<file path="config.mk">
export PLATFORM = sky130hd
export DESIGN_NAME = uart_boot_loader
export DESIGN_NICKNAME = d
export VERILOG_FILES = /design/src/rtl/uart_boot_loader.sv
export SDC_FILE = /design/constraint.sdc
export NUM_CORES = 1
export LEC_CHECK = 0
export CAP_MARGIN = 30
export CORE_MARGIN = 2
export CORE_UTILIZATION = 62
export CTS_CLUSTER_SIZE = 14
export DETAILED_ROUTE_END_ITERATION = 7
export PLACE_DENSITY_LB_ADDON = 0.15
export SYNTH_ARGS = -nofsm -noshare
export SYNTH_HDL_FRONTEND = slang
export SYNTH_SLANG_ARGS = --single-unit
</file>
<file path="constraint.sdc">
create_clock -name clk -period 7 [get_ports clk]
set_clock_uncertainty 0.05 [all_clocks]
set_input_delay 0.7 -clock clk [delete_from_list [all_inputs] [get_ports clk]]
set_output_delay 0.7 -clock clk [all_outputs]
set_load 0.01 [all_outputs]
</file>
<file path="src/rtl/uart_boot_loader.sv">
// UART program loader: receives a length-prefixed image (8N1, LSB first), writes it
// word by word into instruction memory, and releases the core once the image is complete.
`timescale 1ns/1ps
module uart_boot_loader #(
  parameter int CLKS_PER_BIT = 868,
  parameter int ADDR_W       = 10
) (
  input  logic              clk,
  input  logic              reset,
  input  logic              uart_rx,
  output logic              imem_we,
  output logic [ADDR_W-1:0] imem_addr,
  output logic [31:0]       imem_wdata,
  output logic              cpu_run,
  output logic              boot_done,
  output logic              frame_err,
  output logic              len_err,
  output logic [4:0]        o_dbg_state
);

  localparam int MAX_WORDS = 2**ADDR_W;
  localparam int CNT_W     = $clog2(CLKS_PER_BIT);
  localparam logic [CNT_W-1:0] HALF_M1 = CNT_W'(CLKS_PER_BIT/2 - 1);
  localparam logic [CNT_W-1:0] FULL_M1 = CNT_W'(CLKS_PER_BIT - 1);

  typedef enum logic [1:0] {
    RX_IDLE  = 2'd0,
    RX_START = 2'd1,
    RX_DATA  = 2'd2,
    RX_STOP  = 2'd3
  } rx_state_t;

  typedef enum logic [2:0] {
    LD_LEN_LO = 3'd0,
    LD_LEN_HI = 3'd1,
    LD_DATA   = 3'd2,
    LD_DONE   = 3'd3,
    LD_ERROR  = 3'd4
  } ld_state_t;

  // Handshake: r_byte_valid is a one-cycle pulse qualifying r_byte; there is no
  // back-pressure, the loader must consume the byte in the cycle it is valid.

  logic             r_rx_meta;
  logic             r_rx_sync;
  logic             r_rx_prev;
  logic             w_fall;

  rx_state_t        r_rx_state;
  logic [CNT_W-1:0] r_clk_cnt;
  logic [2:0]       r_bit_idx;
  logic [7:0]       r_shift;
  logic             r_byte_valid;
  logic [7:0]       r_byte;
  logic             r_stop_bad;
  logic             r_frame_err;

  ld_state_t        r_ld_state;
  logic [7:0]       r_len_lo;
  logic [ADDR_W:0]  r_len;
  logic [1:0]       r_byte_idx;
  logic [ADDR_W-1:0] r_word_idx;
  logic [23:0]      r_word;
  logic             r_imem_we;
  logic [ADDR_W-1:0] r_imem_addr;
  logic [31:0]      r_imem_wdata;
  logic             r_cpu_run;
  logic             r_len_err;

  logic [15:0]      w_n;
  logic             w_last;

  // Idle-high reset value keeps the edge detector from seeing a fake start bit.
  always_ff @(posedge clk or negedge reset) begin
    if (!reset) begin
      r_rx_meta <= 1'b1;
      r_rx_sync <= 1'b1;
      r_rx_prev <= 1'b1;
    end else begin
      r_rx_meta <= uart_rx;
      r_rx_sync <= r_rx_meta;
      r_rx_prev <= r_rx_sync;
    end
  end

  assign w_fall = r_rx_prev & ~r_rx_sync;

  always_ff @(posedge clk or negedge reset) begin
    if (!reset) begin
      r_rx_state   <= RX_IDLE;
      r_clk_cnt    <= '0;
      r_bit_idx    <= '0;
      r_shift      <= '0;
      r_byte_valid <= 1'b0;
      r_byte       <= '0;
      r_stop_bad   <= 1'b0;
      r_frame_err  <= 1'b0;
    end else begin
      r_byte_valid <= 1'b0;
      r_stop_bad   <= 1'b0;
      case (r_rx_state)
        RX_IDLE: begin
          r_clk_cnt <= '0;
          if (w_fall) r_rx_state <= RX_START;
        end
        RX_START: begin
          if (r_clk_cnt == HALF_M1) begin
            r_clk_cnt <= '0;
            r_bit_idx <= '0;
            r_rx_state <= r_rx_sync ? RX_IDLE : RX_DATA;
          end else begin
            r_clk_cnt <= r_clk_cnt + CNT_W'(1);
          end
        end
        RX_DATA: begin
          if (r_clk_cnt == FULL_M1) begin
            r_clk_cnt <= '0;
            r_shift   <= {r_rx_sync, r_shift[7:1]};
            r_bit_idx <= r_bit_idx + 3'd1;
            if (r_bit_idx == 3'd7) r_rx_state <= RX_STOP;
          end else begin
            r_clk_cnt <= r_clk_cnt + CNT_W'(1);
          end
        end
        RX_STOP: begin
          if (r_clk_cnt == FULL_M1) begin
            r_clk_cnt <= '0;
            if (r_rx_sync) begin
              r_byte_valid <= 1'b1;
              r_byte       <= r_shift;
            end else begin
              r_stop_bad  <= 1'b1;
              r_frame_err <= 1'b1;
            end
            r_rx_state <= RX_IDLE;
          end else begin
            r_clk_cnt <= r_clk_cnt + CNT_W'(1);
          end
        end
        default: r_rx_state <= RX_IDLE;
      endcase
    end
  end

  assign w_n    = {r_byte, r_len_lo};
  assign w_last = ({1'b0, r_word_idx} == (r_len - (ADDR_W+1)'(1)));

  // The word index only advances on non-final writes, so N = MAX_WORDS ends at
  // MAX_WORDS-1 without wrapping back onto word 0.
  always_ff @(posedge clk or negedge reset) begin
    if (!reset) begin
      r_ld_state   <= LD_LEN_LO;
      r_len_lo     <= '0;
      r_len        <= '0;
      r_byte_idx   <= '0;
      r_word_idx   <= '0;
      r_word       <= '0;
      r_imem_we    <= 1'b0;
      r_imem_addr  <= '0;
      r_imem_wdata <= '0;
      r_cpu_run    <= 1'b0;
      r_len_err    <= 1'b0;
    end else begin
      r_imem_we <= 1'b0;
      case (r_ld_state)
        LD_LEN_LO: begin
          if (r_stop_bad) begin
            r_ld_state <= LD_ERROR;
          end else if (r_byte_valid) begin
            r_len_lo   <= r_byte;
            r_ld_state <= LD_LEN_HI;
          end
        end
        LD_LEN_HI: begin
          if (r_stop_bad) begin
            r_ld_state <= LD_ERROR;
          end else if (r_byte_valid) begin
            if (w_n == 16'd0) begin
              r_cpu_run  <= 1'b1;
              r_ld_state <= LD_DONE;
            end else if (32'(w_n) > 32'(MAX_WORDS)) begin
              r_len_err  <= 1'b1;
              r_ld_state <= LD_ERROR;
            end else begin
              r_len      <= (ADDR_W+1)'(w_n);
              r_byte_idx <= '0;
              r_word_idx <= '0;
              r_ld_state <= LD_DATA;
            end
          end
        end
        LD_DATA: begin
          if (r_stop_bad) begin
            r_ld_state <= LD_ERROR;
          end else if (r_byte_valid) begin
            r_byte_idx <= r_byte_idx + 2'd1;
            if (r_byte_idx == 2'd3) begin
              r_imem_we    <= 1'b1;
              r_imem_addr  <= r_word_idx;
              r_imem_wdata <= {r_byte, r_word};
              if (w_last) r_ld_state <= LD_DONE;
              else        r_word_idx <= r_word_idx + ADDR_W'(1);
            end else begin
              r_word[{r_byte_idx, 3'b000} +: 8] <= r_byte;
            end
          end
        end
        LD_DONE:  r_cpu_run <= 1'b1;
        LD_ERROR: r_cpu_run <= 1'b0;
        default:  r_ld_state <= LD_ERROR;
      endcase
    end
  end

  assign imem_we     = r_imem_we;
  assign imem_addr   = r_imem_addr;
  assign imem_wdata  = r_imem_wdata;
  assign cpu_run     = r_cpu_run;
  assign boot_done   = r_cpu_run;
  assign frame_err   = r_frame_err;
  assign len_err     = r_len_err;
  assign o_dbg_state = {r_rx_state, r_ld_state};

endmodule
</file>
* Word-level counts from Yosys, hierarchy flattened
Cells that the tools add are included.
Cells by class: add/sub/neg operators 6, order comparisons 1, eq/ne operators 31, shifts and indexed selects 2, mux-type cells 55, bitwise gates (word level) 7, reduce and logical (&&, ||, !) cells 22
Operators by type and width (number):
- 10-bit 2-to-1 mux | 10
- 3-bit 2-to-1 mux | 12
- 10-bit one-hot mux with 3 select lines | 1
- 2-bit inequality test (second input constant) | 14
- 24-bit bitwise mux | 1
- 2-bit 2-to-1 mux | 12
- 8-bit by 7-bit variable shift with 24-bit output (first input constant) | 1
- 8-bit by 7-bit indexed part select with 24-bit output | 1
- 10-bit by 1-bit adder with 10-bit output (second input constant) | 2
- 10-bit one-hot mux with 2 select lines | 1
- 16-bit by 11-bit greater-than comparator with 1-bit output (second input constant) | 1
- 16-bit logical NOT | 1
- 3-bit inequality test (second input constant) | 5
- 5-bit AND reduction | 3
- 1-bit 2-to-1 mux | 13
- 3-bit one-hot mux with 4 select lines | 1
- 3-bit AND reduction | 4
- 4-bit AND reduction | 3
- 10-bit by 11-bit equality test with 1-bit output | 1
- 11-bit by 1-bit subtractor with 11-bit output (second input constant) | 1
- 10-bit equality test (second input constant) | 1
- 10-bit by 9-bit equality test with 1-bit output (second input constant) | 1
- 9-bit AND reduction | 1
- 2-bit one-hot mux with 4 select lines | 1
- other kinds (21) | 32
Word-level totals: register bits 140, input bits 3

* Depth between registers and ports, before layout
Gate-level depths: netlist (run 1).
depth in word-level cells 7, depth in mapped cells 10

* Worst setup path after synthesis (run 1)
No wires, ideal clock.
path type flip-flop to flip-flop, from register r_len[0], to register r_ld_state[0], data arrival time 2.404 ns, data required time 6.825 ns, slack 4.421 ns, cell stages (with the launch flop) 10, path buffers 0, clock period less this slack 2.579 ns, path through dfrtp_1 -> inv_1 -> ha_1 -> nor3b_1 -> a21boi_0 -> o41ai_1 -> a31oi_1 -> or3_1 -> o211ai_1 -> mux2_2
On the way: cells in the longest elaborated chain, start to end 4
Ends and longest elaborated chain:
- from (decl) | RTL line 60 | logic [ADDR_W:0] r_len;
- from (signal assigned) | RTL line 185 | r_len <= (ADDR_W+1)'(w_n);
- 11-bit by 1-bit subtractor with 11-bit output | RTL line 146 | assign w_last = ({1'b0, r_word_idx} == (r_len - (ADDR_W+1)'(1)));
- 10-bit by 11-bit equality test with 1-bit output | RTL line 146
- 3-bit inequality test (no source line)
- 6-bit AND reduction (no source line)
- to (signal assigned) | RTL line 152 | r_ld_state <= LD_LEN_LO;
- to (signal assigned) | RTL line 168 | r_ld_state <= LD_ERROR;
- to (signal assigned) | RTL line 171 | r_ld_state <= LD_LEN_HI;
- to (decl) | RTL line 58 | ld_state_t r_ld_state;
No other way between the ends. A chain may end at the register's enable or synchronous reset.

* Final worst setup path (run 1)
from register r_len[0], to register r_word_idx[6]
On the way: cells in the longest elaborated chain, start to end 4
Ends and longest elaborated chain:
- 11-bit by 1-bit subtractor with 11-bit output | RTL line 146
- 10-bit by 11-bit equality test with 1-bit output | RTL line 146
- 2-bit inequality test (no source line)
- 9-bit AND reduction (no source line)
- to (signal assigned) | RTL line 202 | else r_word_idx <= r_word_idx + ADDR_W'(1);
- to (decl) | RTL line 62 | logic [ADDR_W-1:0] r_word_idx;
No other way between the ends.

==> results of run 1 <==
[metrics by stage]
stage | setup WS, ps | utilization | hold slack (ps) | total power (uW)
6_report | 3980 | 0.764 | 91.4 | 1820
5_1_grt | 3750 | 0.764 | 141 | 1880
4_1_cts | 4020 | 0.764 | 112 | 1830
3_5_place_dp | 4040 | 0.703 | 297 | 934
3_3_place_gp | 3900 | 0.701 | 295 | 928
2_1_floorplan | 4420 | - | 295 | 904
[worst max-delay path by stage]
stage	to	slack (ps)	cells after the start
floorplan	r_ld_state[0]	4420	9
global placement	r_word_idx[1]	3900	9
detailed placement	r_word_idx[4]	4040	7
CTS	r_word_idx[4]	4020	7
global route	r_word_idx[6]	3750	10
finish	r_word_idx[6]	3980	10
[registers in the layout (all words and copies together), names as in the netlist, 2 cells and up, named ones only]
name        flops
r_len_lo        8
r_ld_state      3
r_byte          8
r_bit_idx       3
r_shift         8
r_clk_cnt      10
r_word_idx     10
imem_wdata     32
imem_addr      10
r_word         24
r_byte_idx      2
r_len          11
[report_power, final]
| group | internal (uW) | switching (uW) |
|---|---|---|
| Clock | 567 | 332 |
| Sequential | 831 | 26.3 |
| Combinational | 24.4 | 37.4 |
| Total | 1420 | 396 |
[cell type report]
class | count | area (um^2) | share of cell area
inverters | 16 | 60.1 | 0.00804
flip-flops and latches | 140 | 3510 | 0.469
clock buffers | 20 | 455 | 0.0610
clock inverters | 10 | 140 | 0.0188
multi-input cells | 365 | 2570 | 0.344
well taps | 133 | 166 | 0.0223
repair buffers | 57 | 574 | 0.0769
[worst max-delay path: stages, from the launching register on]
cell	delay, ps
dfrtp_1	420
inv_1	70
ha_1	180
nor3b_1	500
a21boi_0	230
o21bai_1	220
a31oi_1	300
nor3_1	120
buf_2	200
or4_1	490
a21oi_1	170
[cells by family after synthesis]
kind of cell | synth area share
DFF | 0.563
muxes | 0.140
AOI/OAI and AO/OA | 0.0825
xor gates and xnor gates | 0.0253
buffers and inverters | 0.0261
adders and majority gates | 0.0221
and+or+nand+nor | 0.141
[per-layer routing]
layer | GRT usage | up-vias
li1 | - | 2034
met1 | 0.324 | 2161
met2 | 0.408 | 117
met3 | 0.0583 | 26
met4 | 0.101 | 0
met5 | 0 | -
[cell usage after synthesis (7+ instances only)]
| master | number | share of area |
|---|---|---|
| dfrtp_1 | 137 | 0.55 |
| mux2_2 | 75 | 0.14 |
| nand2_1 | 72 | 0.043 |
| o21ai_0 | 34 | 0.027 |
| nor2_1 | 30 | 0.018 |
| inv_1 | 16 | 0.0096 |
| clkbuf_1 | 15 | 0.0090 |
| nand3_1 | 13 | 0.010 |
| a21oi_1 | 11 | 0.0088 |
| ha_1 | 11 | 0.022 |
| xor2_1 | 10 | 0.014 |
| xnor2_1 | 8 | 0.011 |
| nor3b_1 | 7 | 0.0084 |
==> impl_results.md, run 1 <==
* Max Slew Vio Count at 0
* Vias/cell at between 5 and 6
* Crit. End Element: register
* Post-CTS sizing at 0
* Die W at 104 um
* GRT overflow at 0
* Via count at around 4300
* Clock tree root buffer cell: clkbuf_8
* Final setup fails at 0
* Slew Limit Headroom at 0.338
* CTS max path bufs at 2
* Worst r2r src: r_len[0]
* Initial antenna violation count at 0
* Final TNS setup at 0 ps
* Routability Congestion at 0.901
* Drt wl/cell at 17.2 um
* Mean Syn Cell Area at ~11 um^2
* First-pass GRT wire length at between 20 and 25 mm
* Peak VDD IR at 0.000176 V
* Filler instances at roughly 650
* Non-filler cells, final at between 700 and 800
* Fin crit share at 0.432
* Maxcap violations at 0
* Routed Antenna Nets at 0
* Area of the mapped netlist at approximately 6200 um^2
* Leakage at 0.00352 uW
* Netlist cell types at about 60
* Net count, final at 611
* H-Tree Level Count at 4
* Skew-Pair Late Insertion Delay at 530 ps
* Cell Rows at 36
* Uppermost layer routed: met4
* Synthesized net count at 560
* Most frequent cells in the layout: dfrtp_1, mux2_2, nand2_1
* Initial Utilization at 0.638
* Placed inst area at approximately 6900 um^2
* Met1 wire length at roughly 5.5 mm
* Flops & latches, synth at 140
* CP max FO at 12
* # IOs at 55
* Asr flop ratio synth at 1.00
* Metal3 WL at between 500 and 600 um
* Port Buf Inserts at 54
* Top_reg_cell synth: dfrtp_1
* RR Endpoint: r_word_idx[6]
* Drt drc at 0
* WS Path Type: reg2reg
* HPWL after DPL at roughly 8.4 mm
* Initial DRC count at approximately 220
* First-pass iteration count of the detailed router at 5
* Reg2reg setup slack at between 3000 and 4000 ps
* Critical Path RT at 7390 ps
* Cells after Synth at between 500 and 600
* Status: finished, final reports clean
* Layout cell share with drive strength beyond 1 at 0.197
* Num Clock Sinks at 140
* GRT Overall Usage at 0.250
* Final Hold Fails at 0
* Minimum period implied by the final worst setup slack at a little over 3000 ps
* RSZ-0062 raised after global routing: false
* Drt total wl at ~13 mm
* Inserted Clock Buffers at 17
* Layout Cell Area excl Fill at 7470 um^2
* Core area at about 9800 um^2
* Commonest non-fill, non-tap cell in the layout: dfrtp_1
* Setup Buffers After CTS at 0
* Die footprint at 10900 um^2
* Met2 routed WL at ~6.4 mm
* Max Clk Rate at 331 MHz
* Vias in the first global route at 4320
* Post-synthesis sequential area ratio at 0.563
* Pin count of the biggest net entering global routing at 77
* Placed insts at just over 700
* Die Ht at between 100 and 150 um
* P&R area growth vs syn at 19.8%
* Worst slew pin tran at ~990 ps
* Pwr Density at between 200 and 250 nW/um^2
* Post-synth EDFFs at 0
* CTS tree: done
* CP startpoint: r_len[0]
* N_diodes at 0
* Critical path startpoint category: register
* Min-Delay Path Class: in2async
* CTS Hold Bufs at 0
* CP arrival at ~3400 ps
* Clock-pin transition on the worst setup and hold timing paths at around 60 ps
* Worst r2r path cells at 10
* Yosys warns at 0
(Power assumes the default switching activity.)
==> inputs of run 2 (changes only) <==
CORE_UTILIZATION = 52   (was 62)
clock period = 2.7 ns   (was 7 ns; I/O delays follow)
==> impl_results.md, run 2 (synthesis results as in run 1) <==
* Fin crit share at 0.979
* Pin count of the biggest net entering global routing at 68
* Drt total wl at between 10 and 15 mm
* RSZ-0062 raised after global routing: true
* GRT Overall Usage at 0.221
* Die Ht at ~110 um
* Min-Delay Path Class: in2reg
* CTS max path bufs at 2
* Slew Limit Headroom at 0.585
* CP max FO at 12
* Critical Path RT at about 3000 ps
* N_diodes at 0
* Most frequent cells in the layout: dfrtp_1, mux2_2, nand2_1
* Worst r2r path cells at 8
* Via count at 4359
* Placed inst area at 7120 um^2
* Worst r2r src: r_len[2]
* CTS tree: done
* First-pass iteration count of the detailed router at 4
* Die footprint at roughly 13000 um^2
* Routability Congestion at ~0.89
* Clock-pin transition on the worst setup and hold timing paths at 60 ps
* Maxcap violations at 0
* Drt drc at 0
* Final setup fails at 0
* Status: finished, final reports clean
* DP Worst Slack at -143 ps
* Critical path startpoint category: register
* Max Slew Vio Count at 0
* Initial DRC count at approximately 290
* Commonest non-fill, non-tap cell in the layout: dfrtp_1
* Crit. End Element: register
* Vias in the first global route at about 4400
* GRT overflow at 0
* WS Path Type: reg2reg
* Hold Path Cell Cnt at 1
* Minimum period implied by the final worst setup slack at approximately 2600 ps
* Final Hold Fails at 0
* Layout cell share with drive strength beyond 1 at 0.250
* Routed Antenna Nets at 0
* Num Clock Sinks at 140
* H-Tree Level Count at 4
* Pwr Density at slightly below 600 nW/um^2
* Setup WS post-layout at between 50 and 60 ps
* Core area at 11600 um^2
* CP arrival at between 2000 and 3000 ps
* Drt wl/cell at around 17 um
* Peak VDD IR at between 0.0005 and 0.0006 V
* Layout Cell Area excl Fill at 7790 um^2
* RR Endpoint: r_word_idx[2]
* Initial antenna violation count at 0
* P&R area growth vs syn at 24.9%
* Net count, final at 645
* Max reg flops at 32
* Worst min-delay path endpoint: r_rx_meta
* HPWL after DPL at approximately 8.8 mm
* Cell Rows at 39
* Leakage at ~0.0037 uW
* Worst slew pin tran at approximately 620 ps
* Vias/cell at 5.54
* Filler instances at ~860
* Reg2reg setup slack at approximately 57 ps
* First-pass GRT wire length at 22.0 mm
* Inserted Clock Buffers at 17
* Max Clk Rate at roughly 380 MHz
* Skew-Pair Late Insertion Delay at 420 ps
* Port Buf Inserts at between 50 and 60
* Initial Utilization at 0.539
* Clock tree root buffer cell: clkbuf_16
* Die W at 114 um
* Hold_sp: uart_rx
* # IOs at 55
run 2: critical path, stage by stage, from the launching register on:
cell and delay [ps]:
dfrtp_2 460, or4_4 530, or3_1 360, a32o_2 290, nand3_2 90, nor3_1 60
buf_4 190, or4_1 460, nand2_1 80
run 2: stage by stage:
step                      hold slack (ps)  std cells  TNS (ps)  utilization  total power [uW]
after floorplan                     -75.6        546         0            -              2340
after global placement                263        751         0        0.615              2410
after global routing                  206        787      -112        0.673              4800
after CTS                             205        786         0        0.667              4670
final                                 211        787         0        0.673              4630
after detailed placement              263        751      -152        0.615              2420
run 2: worst max-delay path by stage:
stage,slack (ps),from,endpoint,cells after the start
after floorplan,120,r_len[0],r_ld_state[0],9
after global placement,60,r_len[0],r_ld_state[0],9
after detailed placement,-140,r_len[0],r_ld_state[0],9
after CTS,5,r_len[1],r_ld_state[0],7
after global routing,-40,r_len[0],r_word_idx[2],10
final,60,r_len[2],r_word_idx[2],8
run 2: layer usage:
layer  vias to the layer above  wire [um]  global-route usage
met5                         -          0                   0
met4                         0        148              0.0748
met3                        13        422              0.0531
met2                        68       6490               0.350
met1                      2182       6080               0.303
li1                       2096          -                   -
run 2: area by class of cell:
type                            count  area (um^2)  share of cell area
Sequential cell                   140         3510               0.451
Clock buffer                       24          472              0.0606
Clock inverter                      8         92.6              0.0119
Timing Repair Buffer               91          835               0.107
Inverter                           16         60.1             0.00771
Multi-Input combinational cell    365         2640               0.339
Tap cell                          143          179              0.0230
run 2: power breakdown:
part	leakage [uW]	switching, uW	internal (uW)
Sequential	0.00193	69.6	2160
Clock	0.000278	846	1400
Combinational	0.00149	97.0	67.9
Total	0.00370	1010	3620
run 2: repair_timing:
item                       4_1_cts  5_1_grt
gates resized for setup          2       15
buffers inserted                 2        1
setup endpoints to repair        5       13
hold buffers                     1        0
pin swaps                        1        3
hold endpoints to repair        62        0
==> inputs of run 3 (changes only) <==
CAP_MARGIN = 20   (was 30)
==> results of run 3 <==
The final DEF is identical to that of run 2; final timing and power are the same.
